--- config.mk ---
export PLATFORM = sky130hd
export DESIGN_NAME = key_req_ctrl
export DESIGN_NICKNAME = d
export VERILOG_FILES = /design/src/rtl/key_req_pkg.sv /design/src/rtl/key_req_timer.sv /design/src/rtl/key_req_ctrl.sv
export SDC_FILE = /design/constraint.sdc
export NUM_CORES = 1
export LEC_CHECK = 0
export CAP_MARGIN = 30
export CORE_ASPECT_RATIO = 0.7
export CORE_UTILIZATION = 45
export DETAILED_ROUTE_END_ITERATION = 8
export PLACE_DENSITY = 0.77
export RECOVER_POWER = 25
export SYNTH_ARGS = -nofsm -noshare
export SYNTH_HDL_FRONTEND = slang
export SYNTH_SLANG_ARGS = --single-unit
--- constraint.sdc ---
create_clock -name clk -period 2.8 [get_ports clk]
set_clock_uncertainty 0.1 [all_clocks]
set_input_delay 0.7 -clock clk [delete_from_list [all_inputs] [get_ports clk]]
set_output_delay 0.7 -clock clk [all_outputs]
set_load 0.02 [all_outputs]
--- src/rtl/key_req_pkg.sv ---
// rtl/key_req_pkg.sv - shared types and defaults for the key request controller
package key_req_pkg;

  typedef logic [3:0] key_t;

  typedef enum logic [1:0] {
    IDLE = 2'd0,
    REQ  = 2'd1,
    RESP = 2'd2
  } state_t;

  localparam int unsigned TIMEOUT_DEFAULT = 20;
  localparam int unsigned WAIT_W          = 5;

endpackage

--- src/rtl/key_req_timer.sv ---
// rtl/key_req_timer.sv - saturating per-attempt wait counter with expiry compare
module key_req_timer
  import key_req_pkg::*;
#(
  parameter int unsigned TIMEOUT = TIMEOUT_DEFAULT
) (
  input  logic              clk,
  input  logic              rst,
  input  logic              clear_i,
  input  logic              enable_i,
  output logic [WAIT_W-1:0] count_o,
  output logic              expired_o
);

  localparam logic [WAIT_W-1:0] LAST = WAIT_W'(TIMEOUT - 1);

  logic [WAIT_W-1:0] count_q;

  // Holds at LAST so the count can never wrap.
  always_ff @(posedge clk) begin
    if (rst) begin
      count_q <= '0;
    end else if (clear_i) begin
      count_q <= '0;
    end else if (enable_i && (count_q != LAST)) begin
      count_q <= count_q + 1'b1;
    end
  end

  assign count_o   = count_q;
  assign expired_o = (count_q == LAST);

endmodule

--- src/rtl/key_req_ctrl.sv ---
// rtl/key_req_ctrl.sv - key request FSM; KEY_REQ_CTRL_RETRY_EN adds one retry attempt
module key_req_ctrl
  import key_req_pkg::*;
#(
  parameter int unsigned TIMEOUT = TIMEOUT_DEFAULT
) (
  input  logic              clk,
  input  logic              rst,
  input  logic              cmd_valid,
  output logic              cmd_ready,
  input  key_t              cmd_key,
  output logic              req,
  output key_t              req_key,
  input  logic              ack,
  output logic              done_valid,
  input  logic              done_ready,
  output key_t              done_key,
  output logic [WAIT_W-1:0] done_wait,
  output logic              done_timeout
);

  state_t            state_q;
  logic              cmd_ready_q, req_q, done_valid_q, done_timeout_q;
  key_t              req_key_q, done_key_q;
  logic [WAIT_W-1:0] done_wait_q;

  logic [WAIT_W-1:0] wait_cnt;
  logic              expired, last_attempt, finish, retry_now, timer_clear, timer_en;

`ifdef KEY_REQ_CTRL_RETRY_EN
  logic retried_q;
  assign last_attempt = retried_q;
`else
  assign last_attempt = 1'b1;
`endif

  // Ack wins over a simultaneous expiry.
  always_comb begin
    finish      = 1'b0;
    retry_now   = 1'b0;
    timer_clear = 1'b0;
    timer_en    = 1'b0;
    if (state_q == REQ) begin
      finish    = ack || (expired && last_attempt);
      retry_now = !ack && expired && !last_attempt;
      timer_en  = !ack;
    end
    timer_clear = ((state_q == IDLE) && cmd_valid) || retry_now;
  end

  key_req_timer #(.TIMEOUT(TIMEOUT)) u_timer (
    .clk       (clk),
    .rst       (rst),
    .clear_i   (timer_clear),
    .enable_i  (timer_en),
    .count_o   (wait_cnt),
    .expired_o (expired)
  );

  always_ff @(posedge clk) begin
    if (rst) begin
      state_q        <= IDLE;
      cmd_ready_q    <= 1'b1;
      req_q          <= 1'b0;
      req_key_q      <= '0;
      done_valid_q   <= 1'b0;
      done_key_q     <= '0;
      done_wait_q    <= '0;
      done_timeout_q <= 1'b0;
`ifdef KEY_REQ_CTRL_RETRY_EN
      retried_q      <= 1'b0;
`endif
    end else begin
      case (state_q)
        IDLE: begin
          if (cmd_valid) begin
            state_q     <= REQ;
            cmd_ready_q <= 1'b0;
            req_q       <= 1'b1;
            req_key_q   <= cmd_key;
`ifdef KEY_REQ_CTRL_RETRY_EN
            retried_q   <= 1'b0;
`endif
          end
        end
        REQ: begin
          if (finish) begin
            state_q        <= RESP;
            req_q          <= 1'b0;
            req_key_q      <= '0;
            done_valid_q   <= 1'b1;
            done_key_q     <= req_key_q;
            done_wait_q    <= wait_cnt;
            done_timeout_q <= !ack;
          end
`ifdef KEY_REQ_CTRL_RETRY_EN
          if (retry_now) begin
            retried_q <= 1'b1;
          end
`endif
        end
        RESP: begin
          if (done_ready) begin
            state_q      <= IDLE;
            done_valid_q <= 1'b0;
            cmd_ready_q  <= 1'b1;
          end
        end
        default: begin
          state_q      <= IDLE;
          cmd_ready_q  <= 1'b1;
          req_q        <= 1'b0;
          req_key_q    <= '0;
          done_valid_q <= 1'b0;
        end
      endcase
    end
  end

  assign cmd_ready    = cmd_ready_q;
  assign req          = req_q;
  assign req_key      = req_key_q;
  assign done_valid   = done_valid_q;
  assign done_key     = done_key_q;
  assign done_wait    = done_wait_q;
  assign done_timeout = done_timeout_q;

endmodule

==> impl_metrics.tcl, run 1 <==
set metrics [dict create \
    status "completed" \
    p_int_uw 594.6 \
    die_height_um 46.27 \
    routed-wl-met2_um 1241 \
    routed_wl_um 2894 \
    setup_violations 0 \
    routed.top_layer "met4" \
    fin_tns_setup_ns 0 \
    final_common_cell "dfxtp_1" \
    track_usage_pct 21.56 \
    ctsHoldBuffers 0 \
    place.gp.congestion 0.7388 \
    clk_path_buf_depth 2 \
    clk_pin_slew_ns 0.09 \
    finalHoldViolCount 0 \
    post_dp_cell_area_mm2 0.001478 \
    antenna_found_initial 0 \
    syn_to_final_growth_pct 21.85 \
    grt_max_degree 25 \
    final_cell_mix "dfxtp_1 (24), clkdlybuf4s50_1 (22), nand2_1 (13)" \
    grt_pass1_wl_um 4899 \
    worstSetupPathType "register to register" \
    synth_seq_cells 24 \
    core_area_mm2 0.002552 \
    via_per_inst 5.953 \
    synth_sequential_area_ratio_pct 38.13 \
    firstDrtPassIters 4 \
    yosysUniqueCellTypes 34 \
    wl_met3_um 160 \
    cts_inserted_buffers 3 \
    rows 15 \
    p_comb_share_pct 14.1 \
    switching_share_pct 24.52 \
    power.density_mw_per_mm2 513.1 \
    io_buffers 25 \
    slew_headroom_pct 25.63 \
    finalNonFillerCells 191 \
    finalPower_uw 787.7 \
    n_antenna_cell 0 \
    rsz0062_at_grt "no" \
    syn_inst 142 \
    clk_latency_ns 0.27 \
    dieWidth_um 65.25 \
    syn-num-nets 152 \
    switchingPower_uw 193.1 \
    die-area_mm2 0.003019 \
    placed_cells 187 \
    remaining_drc_errors 0 \
    cp.required_ns 2.91 \
    cts.repair.resized 0 \
    maxSlewViolCount 0 \
    period_needed_ns 2.179 \
    drt_iter0_markers 94 \
    tightest_slew_ns 1.100 \
    critPathMaxFanout 12 \
    ant_nets 0 \
    p_leak_uw 0.0005360 \
    post-route-cell-area_mm2 0.001535 \
    path_cells "ha_1 -> nor4bb_2 -> o21ai_0 -> a21oi_1" \
    place_hpwl_um 1888 \
    maxCapViolations 0 \
    m1WireLength_um 1469 \
    cpPeakStageDelay_ns 0.91 \
    num_vias 1137 \
    grt.overflow.total 0 \
    seqPwrFrac_pct 46.9 \
    fin_crit_sh_pct 77.82 \
    crit_path_end_kind "register" \
    synthesis.area_mm2 0.001260 \
    cts_tree "yes" \
    worstPathArrival_ns 2.29 \
    yosys_warnings 0 \
    pin_count 26 \
    clock_tree.root_cell "clkbuf_8" \
    crit_slowest_cell "nor4bb_2" \
    layout.nets 168 \
    power_frac_clock_pct 39.0 \
    initial_core_util_pct 49.36 \
    clock_sinks 24 \
    grt_pass1_vias 1059 \
    postCtsSetupBuffers 0 \
    synth.avg_cell_area_um2 8.873 \
    whs_ns 0.3747 \
    max_freq_mhz 458.9 \
    drive_gt1_share_pct 5.732 \
    cts_htree_levels 1 \
    vdd_drop_max_uv 340.6 \
    routedWlPerCell_um 15.15 \
    startpoint_type "register" \
    hp-class "register to register" \
]
==> critical path, delay by kind of cell, from the launching register on <==
family / cells / cell delay, ns
flip-flops: 1 / 0.39
adder cells (fa/ha/maj): 1 / 0.26
AND/OR/NAND/NOR: 1 / 0.91
AO/OA/AOI/OAI: 2 / 0.45
==> power groups by stage <==
stage | combinational [uW] | sequential, uW | clock (uW)
floorplan | 60.4 | 386 | 0
detailed placement | 110 | 377 | 0
CTS | 111 | 370 | 311
global route | 122 | 372 | 325
global placement | 107 | 377 | 0
finish | 111 | 369 | 307
==> cells in the mapped netlist <==
| cell type | instances | area (um2) |
|---|---|---|
| a211oi_1 | 3 | 22.52 |
| a21bo_2 | 1 | 10.01 |
| a21oi_1 | 12 | 60.06 |
| a31oi_1 | 3 | 18.77 |
| a32oi_1 | 7 | 61.31 |
| and2b_1 | 1 | 7.510 |
| buf_2 | 9 | 45.04 |
| buf_4 | 1 | 7.510 |
| buf_6 | 2 | 22.52 |
| clkbuf_1 | 4 | 15.01 |
| dfxtp_1 | 24 | 480.5 |
| ha_1 | 1 | 12.51 |
| inv_1 | 5 | 18.77 |
| nand2_1 | 13 | 48.80 |
| nand2b_1 | 4 | 25.02 |
| nand3_1 | 1 | 5.000 |
| nand3b_1 | 1 | 7.510 |
| nand4_1 | 4 | 25.02 |
| nand4b_1 | 5 | 43.79 |
| nand4bb_1 | 2 | 22.52 |
| nor2_1 | 3 | 11.26 |
| nor2b_1 | 4 | 25.02 |
| nor3b_1 | 7 | 52.55 |
| nor3b_2 | 1 | 12.51 |
| nor4bb_4 | 1 | 25.02 |
| o2111ai_1 | 7 | 61.31 |
| o21ai_0 | 5 | 25.02 |
| o311ai_0 | 3 | 26.28 |
| o311ai_1 | 1 | 8.760 |
| o31ai_1 | 2 | 15.01 |
| or2_2 | 1 | 6.260 |
| or3_1 | 2 | 12.51 |
| or3b_1 | 1 | 8.760 |
| or4b_1 | 1 | 10.01 |
==> sequential cells by signal, indices dropped and copies added (netlist names) <==
register,count
done_wait,5
u_timer.count_o,5
done_key,4
req_key,4
state_q,2
cmd_ready,1
done_timeout,1
done_valid,1
req,1
==> layer usage <==
layer | vias to the layer above | GRT usage [%]
met2 | 37 | 37.11
met4 | 0 | 5.217
met3 | 2 | 4.950
li1 | 566 | -
met1 | 532 | 27.72
met5 | - | 0
==> kinds of logic (layout without fill, tap and decap cells) <==
kind of cell / count (synthesis) / after routing / share of synthesized area, %
DFF: 24 / 24 / 38.13
adders and majority gates: 1 / 1 / 0.9929
AOI/OAI and AO/OA: 44 / 44 / 24.53
buffers and inverters: 21 / 36 / 8.639
and+or+nand+nor: 52 / 52 / 27.70
==> stage by stage <==
step / setup slack, ns / utilization (%)
floorplan: 1.092 / -
global placement: 0.5729 / 57.89
detailed placement: 0.4743 / 57.89
CTS: 0.7068 / 60.69
global route: 0.3244 / 60.15
finish: 0.6210 / 60.15
==> final cells by class <==
type / instances / area (um2)
sequential: 24 / 480.5
tap: 34 / 42.54
clock buffer: 3 / 41.29
fill: 239 / 1017
timing repair buffer: 27 / 265.3
clock inverter: 1 / 30.03
multi-input combinational: 97 / 656.9
inverter: 5 / 18.77
==> path summary, 6_finish.rpt <==
check / from / to / slack (ns) / cells past startpoint
setup reg to reg: u_timer.count_o[0]$_SDFFE_PP0P_ / state_q[1]$_SDFFE_PP0P_ / 0.62 / 4
setup / recovery: u_timer.count_o[0]$_SDFFE_PP0P_ / state_q[1]$_SDFFE_PP0P_ / 0.62 / 4
hold reg to reg: done_valid$_SDFFE_PP0P_ / done_valid$_SDFFE_PP0P_ / 0.37 / 2
hold / removal: done_valid$_SDFFE_PP0P_ / done_valid$_SDFFE_PP0P_ / 0.37 / 2
No activity file was read; power rests on OpenSTA's default activity.
==> inputs of run 2 (changes only) <==
- PLACE_DENSITY: 0.77 -> 0.79
- clock period: 2.8 -> 2 ns (I/O delays scaled with it)
==> impl_metrics.tcl, run 2 (synthesized netlist as in run 1, its figures left out) <==
set metrics [dict create \
    num_vias 1219 \
    layout.nets 173 \
    cts.repair.resized 0 \
    startpoint_type "register" \
    crit_path_end_kind "output pin" \
    ctsHoldBuffers 0 \
    finalNonFillerCells 196 \
    cts_tree "yes" \
    fin_tns_setup_ns 0 \
    die_height_um 46.27 \
    dieWidth_um 65.25 \
    timing.rr.start "u_timer.count_o[0]$_SDFFE_PP0P_" \
    ff_latch_area_um2 480.5 \
    routed_wl_um 3160 \
    crit_slowest_cell "clkdlybuf4s50_1" \
    maxCapViolations 0 \
    multiInputGateArea_um2 670.6 \
    rsz0062_at_grt "no" \
    maxSlewViolCount 0 \
    io_buffers 25 \
    track_usage_pct 22.35 \
    drive_gt1_share_pct 9.259 \
    postCtsSetupBuffers 0 \
    placed_cells 192 \
    critPathMaxFanout 4 \
    n_antenna_cell 0 \
    clock_sinks 24 \
    core_area_mm2 0.002552 \
    cpPeakStageDelay_ns 0.63 \
    critPathCapture "req_key[3]" \
    max_freq_mhz 517.7 \
    grt_pass1_vias 1124 \
    cp.buffers_inverters 1 \
    p_leak_uw 0.0005556 \
    finalHoldViolCount 0 \
    remaining_drc_errors 0 \
    clk_path_buf_depth 2 \
    setup_violations 0 \
    grt.overflow.total 0 \
    clk_latency_ns 0.28 \
    final_cell_mix "dfxtp_1 (24), clkdlybuf4s50_1 (24), nand2_1 (13)" \
    critPathTopFamily "buffers and inverters" \
    initial_core_util_pct 49.36 \
    slew_headroom_pct 59.82 \
    fillCellCount 246 \
    worstRegToRegCells 5 \
    clock_tree.root_cell "clkbuf_8" \
    cp.required_ns 1.40 \
    grt_max_degree 23 \
    via_per_inst 6.219 \
    whs_ns 0.3948 \
    status "completed" \
    cp.depth 1 \
    grt_pass1_wl_um 5092 \
    rows 15 \
    tightest_slew_ns 0.6020 \
    drt_iter0_markers 105 \
    period_needed_ns 1.932 \
    vdd_drop_max_uv 514.8 \
    worstSetupPathType "register to output pin" \
    ant_nets 0 \
    firstDrtPassIters 4 \
    fin_crit_sh_pct 96.58 \
    die-area_mm2 0.003019 \
    path_cells "clkdlybuf4s50_1" \
    rr_endpoint "req$_SDFFE_PP0P_" \
    power.density_mw_per_mm2 706.3 \
    crit_start "req_key[3]$_SDFFE_PP0P_" \
    place_hpwl_um 2216 \
    clk_pin_slew_ns 0.09 \
    worstPathArrival_ns 1.33 \
    place.gp.congestion 0.7267 \
    finalPower_uw 1121 \
    antenna_found_initial 0 \
    pin_count 26 \
    cts_inserted_buffers 3 \
    cts_htree_levels 1 \
    hp-class "register to register" \
    syn_to_final_growth_pct 25.92 \
    reg2reg_slack_ns 0.25 \
    routedWlPerCell_um 16.12 \
]
-- run 2: changes by cell type in the layout (fill, tap and decap cells not counted) --
cell,delta
nor4bb_2,-1
dlygate4sd3_1,-2
nor4bb_4,+1
clkdlybuf4s50_1,+2
nor3b_2,+1
buf_4,+5
nor3b_1,-1
-- run 2: layout make-up --
cell class,count,area share [%]
inverters,5,1.183
multi-input cells,97,42.27
flip-flops and latches,24,30.28
well taps,34,2.681
repair buffers,32,19.09
clock inverters,1,1.893
clock buffers,3,2.603
-- run 2: metrics by stage --
step / area [um2] / setup slack [ns] / util (%)
6_report: 1587 / 0.06843 / 62.16
5_1_grt: 1587 / 0.02172 / 62.16
4_1_cts: 1587 / 0.06653 / 62.16
3_5_place_dp: 1515 / -0.02404 / 59.36
3_3_place_gp: 1515 / 0.02983 / 59.36
2_1_floorplan: 1260 / 0.4923 / -
-- run 2: layer usage --
layer / vias to the layer above / share of wire [%] / global-route usage, %
met5: - / 0 / 0
met4: 0 / 0.60 / 4.348
met3: 4 / 5.2 / 6.188
met2: 37 / 47 / 40.00
met1: 600 / 47 / 27.34
li1: 578 / - / -
-- run 2: worst min-delay path by stage --
| stage | start | end | slack (ns) | cells past startpoint |
|---|---|---|---|---|
| after global placement | done_valid$_SDFFE_PP0P_ | done_valid$_SDFFE_PP0P_ | 0.34 | 2 |
| after floorplan | u_timer.count_o[1]$_SDFFE_PP0P_ | done_wait[1]$_SDFFE_PP0P_ | 0.37 | 2 |
| after detailed placement | done_valid$_SDFFE_PP0P_ | done_valid$_SDFFE_PP0P_ | 0.38 | 2 |
| after global routing | done_valid$_SDFFE_PP0P_ | done_valid$_SDFFE_PP0P_ | 0.42 | 2 |
| after CTS | done_valid$_SDFFE_PP0P_ | done_valid$_SDFFE_PP0P_ | 0.39 | 2 |
| final | done_valid$_SDFFE_PP0P_ | done_valid$_SDFFE_PP0P_ | 0.39 | 2 |
-- run 2: power by group --
part / internal, uW / switching (uW)
Sequential: 497 / 23.3
Clock: 268 / 170
Combinational: 73.4 / 88.4
==> inputs of run 3 (changes only) <==
- PLACE_DENSITY: 0.79 -> 0.77
- clock period: 2 -> 2.31 ns (I/O delays scaled with it)
==> impl_metrics.tcl, run 3 (synthesized netlist as in run 1, its figures left out) <==
set metrics [dict create \
    status "completed" \
    rsz0062_at_grt "no" \
    cts_tree "yes" \
    hp-class "register to register" \
    rows 15 \
    vdd_drop_max_uv 662.9 \
    power.density_mw_per_mm2 608.9 \
    clk_pin_slew_ns 0.09 \
    initial_core_util_pct 49.36 \
    tightest_slew_ns 0.6701 \
    routed_wl_um 2847 \
    post-route-cell-area_mm2 0.001569 \
    max_freq_mhz 486.1 \
    grt_max_degree 26 \
    routedWlPerCell_um 14.68 \
    finalHoldViolCount 0 \
    core_area_mm2 0.002552 \
    ctsHoldBuffers 0 \
    setup_violations 0 \
    firstDrtPassIters 5 \
    remaining_drc_errors 0 \
    fin_crit_sh_pct 89.06 \
    dieWidth_um 65.25 \
    syn_to_final_growth_pct 24.53 \
    maxSlewViolCount 0 \
    worstSetupPathType "primary input to register" \
    post_dp_cell_area_mm2 0.001500 \
    ant_nets 0 \
    place.gp.congestion 0.7781 \
    period_needed_ns 2.057 \
    cts_inserted_buffers 3 \
    track_usage_pct 20.04 \
    drive_gt1_share_pct 8.125 \
    crit_path_end_kind "register" \
    final_common_cell "dfxtp_1" \
    whs_ns 0.3738 \
    cp.required_ns 2.41 \
    postCtsSetupBuffers 0 \
    p_leak_uw 0.0005451 \
    startpoint_type "primary input" \
    clk_latency_ns 0.26 \
    slew_headroom_pct 55.26 \
    final_cell_mix "dfxtp_1 (24), clkdlybuf4s50_1 (23), nand2_1 (13)" \
    layout.nets 171 \
    finalPower_uw 955.3 \
    cts.repair.resized 0 \
    die-area_mm2 0.003019 \
    cts_htree_levels 1 \
    grt_pass1_wl_um 4609 \
    worstHoldPathCells 2 \
    clock_sinks 24 \
    fin_tns_setup_ns 0 \
    maxCapViolations 0 \
    grt.overflow.total 0 \
    fillCellCount 234 \
    n_antenna_cell 0 \
    worstPathArrival_ns 2.16 \
    grt_pass1_vias 1024 \
    worstRegToRegCells 4 \
    num_vias 1180 \
    place_hpwl_um 1962 \
    die_height_um 46.27 \
    clk_path_buf_depth 2 \
    pin_count 26 \
    io_buffers 25 \
    antenna_found_initial 0 \
    clock_tree.root_cell "clkbuf_8" \
    via_per_inst 6.082 \
    drt_iter0_markers 78 \
    critPathMaxFanout 25 \
]
## run 3: cell types whose count changed in the layout (fill, tap and decap cells not counted)
cell / previous run / this run
clkbuf_2: 0 / 1
buf_4: 7 / 4
clkdlybuf4s50_1: 24 / 23
dlygate4sd3_1: 1 / 2
## run 3: per-layer routing
| layer | up-vias | wire [um] | track usage [%] |
|---|---|---|---|
| li1 | 579 | - | - |
| met1 | 565 | 1352 | 25.00 |
| met2 | 32 | 1345 | 35.26 |
| met3 | 4 | 131 | 5.941 |
| met4 | 0 | 17 | 3.043 |
| met5 | - | 0 | 0 |
## run 3: worst paths after layout
path                                                 startpoint                              end  slack (ns)
worst max register to register  u_timer.count_o[0]$_SDFFE_PP0P_          done_valid$_SDFFE_PP0P_        0.49
worst min-delay path                    done_valid$_SDFFE_PP0P_          done_valid$_SDFFE_PP0P_        0.37
worst min register to register          done_valid$_SDFFE_PP0P_          done_valid$_SDFFE_PP0P_        0.37
worst max-delay path                                        ack  u_timer.count_o[2]$_SDFFE_PP0P_        0.25
## run 3: power breakdown
| part | internal, uW | switching [uW] |
|---|---|---|
| sequential | 430 | 19.2 |
| clock | 232 | 139 |
| combinational | 60.8 | 74.8 |
## run 3: area by class of cell
cell class	count	area, um2	share of cell area [%]
Clock buffer	3	41.29	2.632
Sequential cell	24	480.5	30.62
Inverter	5	18.77	1.196
Timing Repair Buffer	30	285.3	18.18
Multi-Input combinational cell	97	670.6	42.74
Tap cell	34	42.54	2.711
Clock inverter	1	30.03	1.914
## run 3: worst max-delay path, stage by stage
cell	delay, ns
dlygate4sd3_1	0.56
clkbuf_2	0.33
nor3b_2	0.40
nand4b_1	0.14
a21oi_1	0.15
## run 3: stage by stage
step / cells / utilization [%] / setup WS [ns]
after floorplan: 142 / - / 0.7248
after global placement: 190 / 58.77 / 0.2109
after global routing: 194 / 61.47 / 0.1467
after CTS: 194 / 61.57 / 0.3325
final: 194 / 61.47 / 0.2528
after detailed placement: 190 / 58.77 / 0.1155
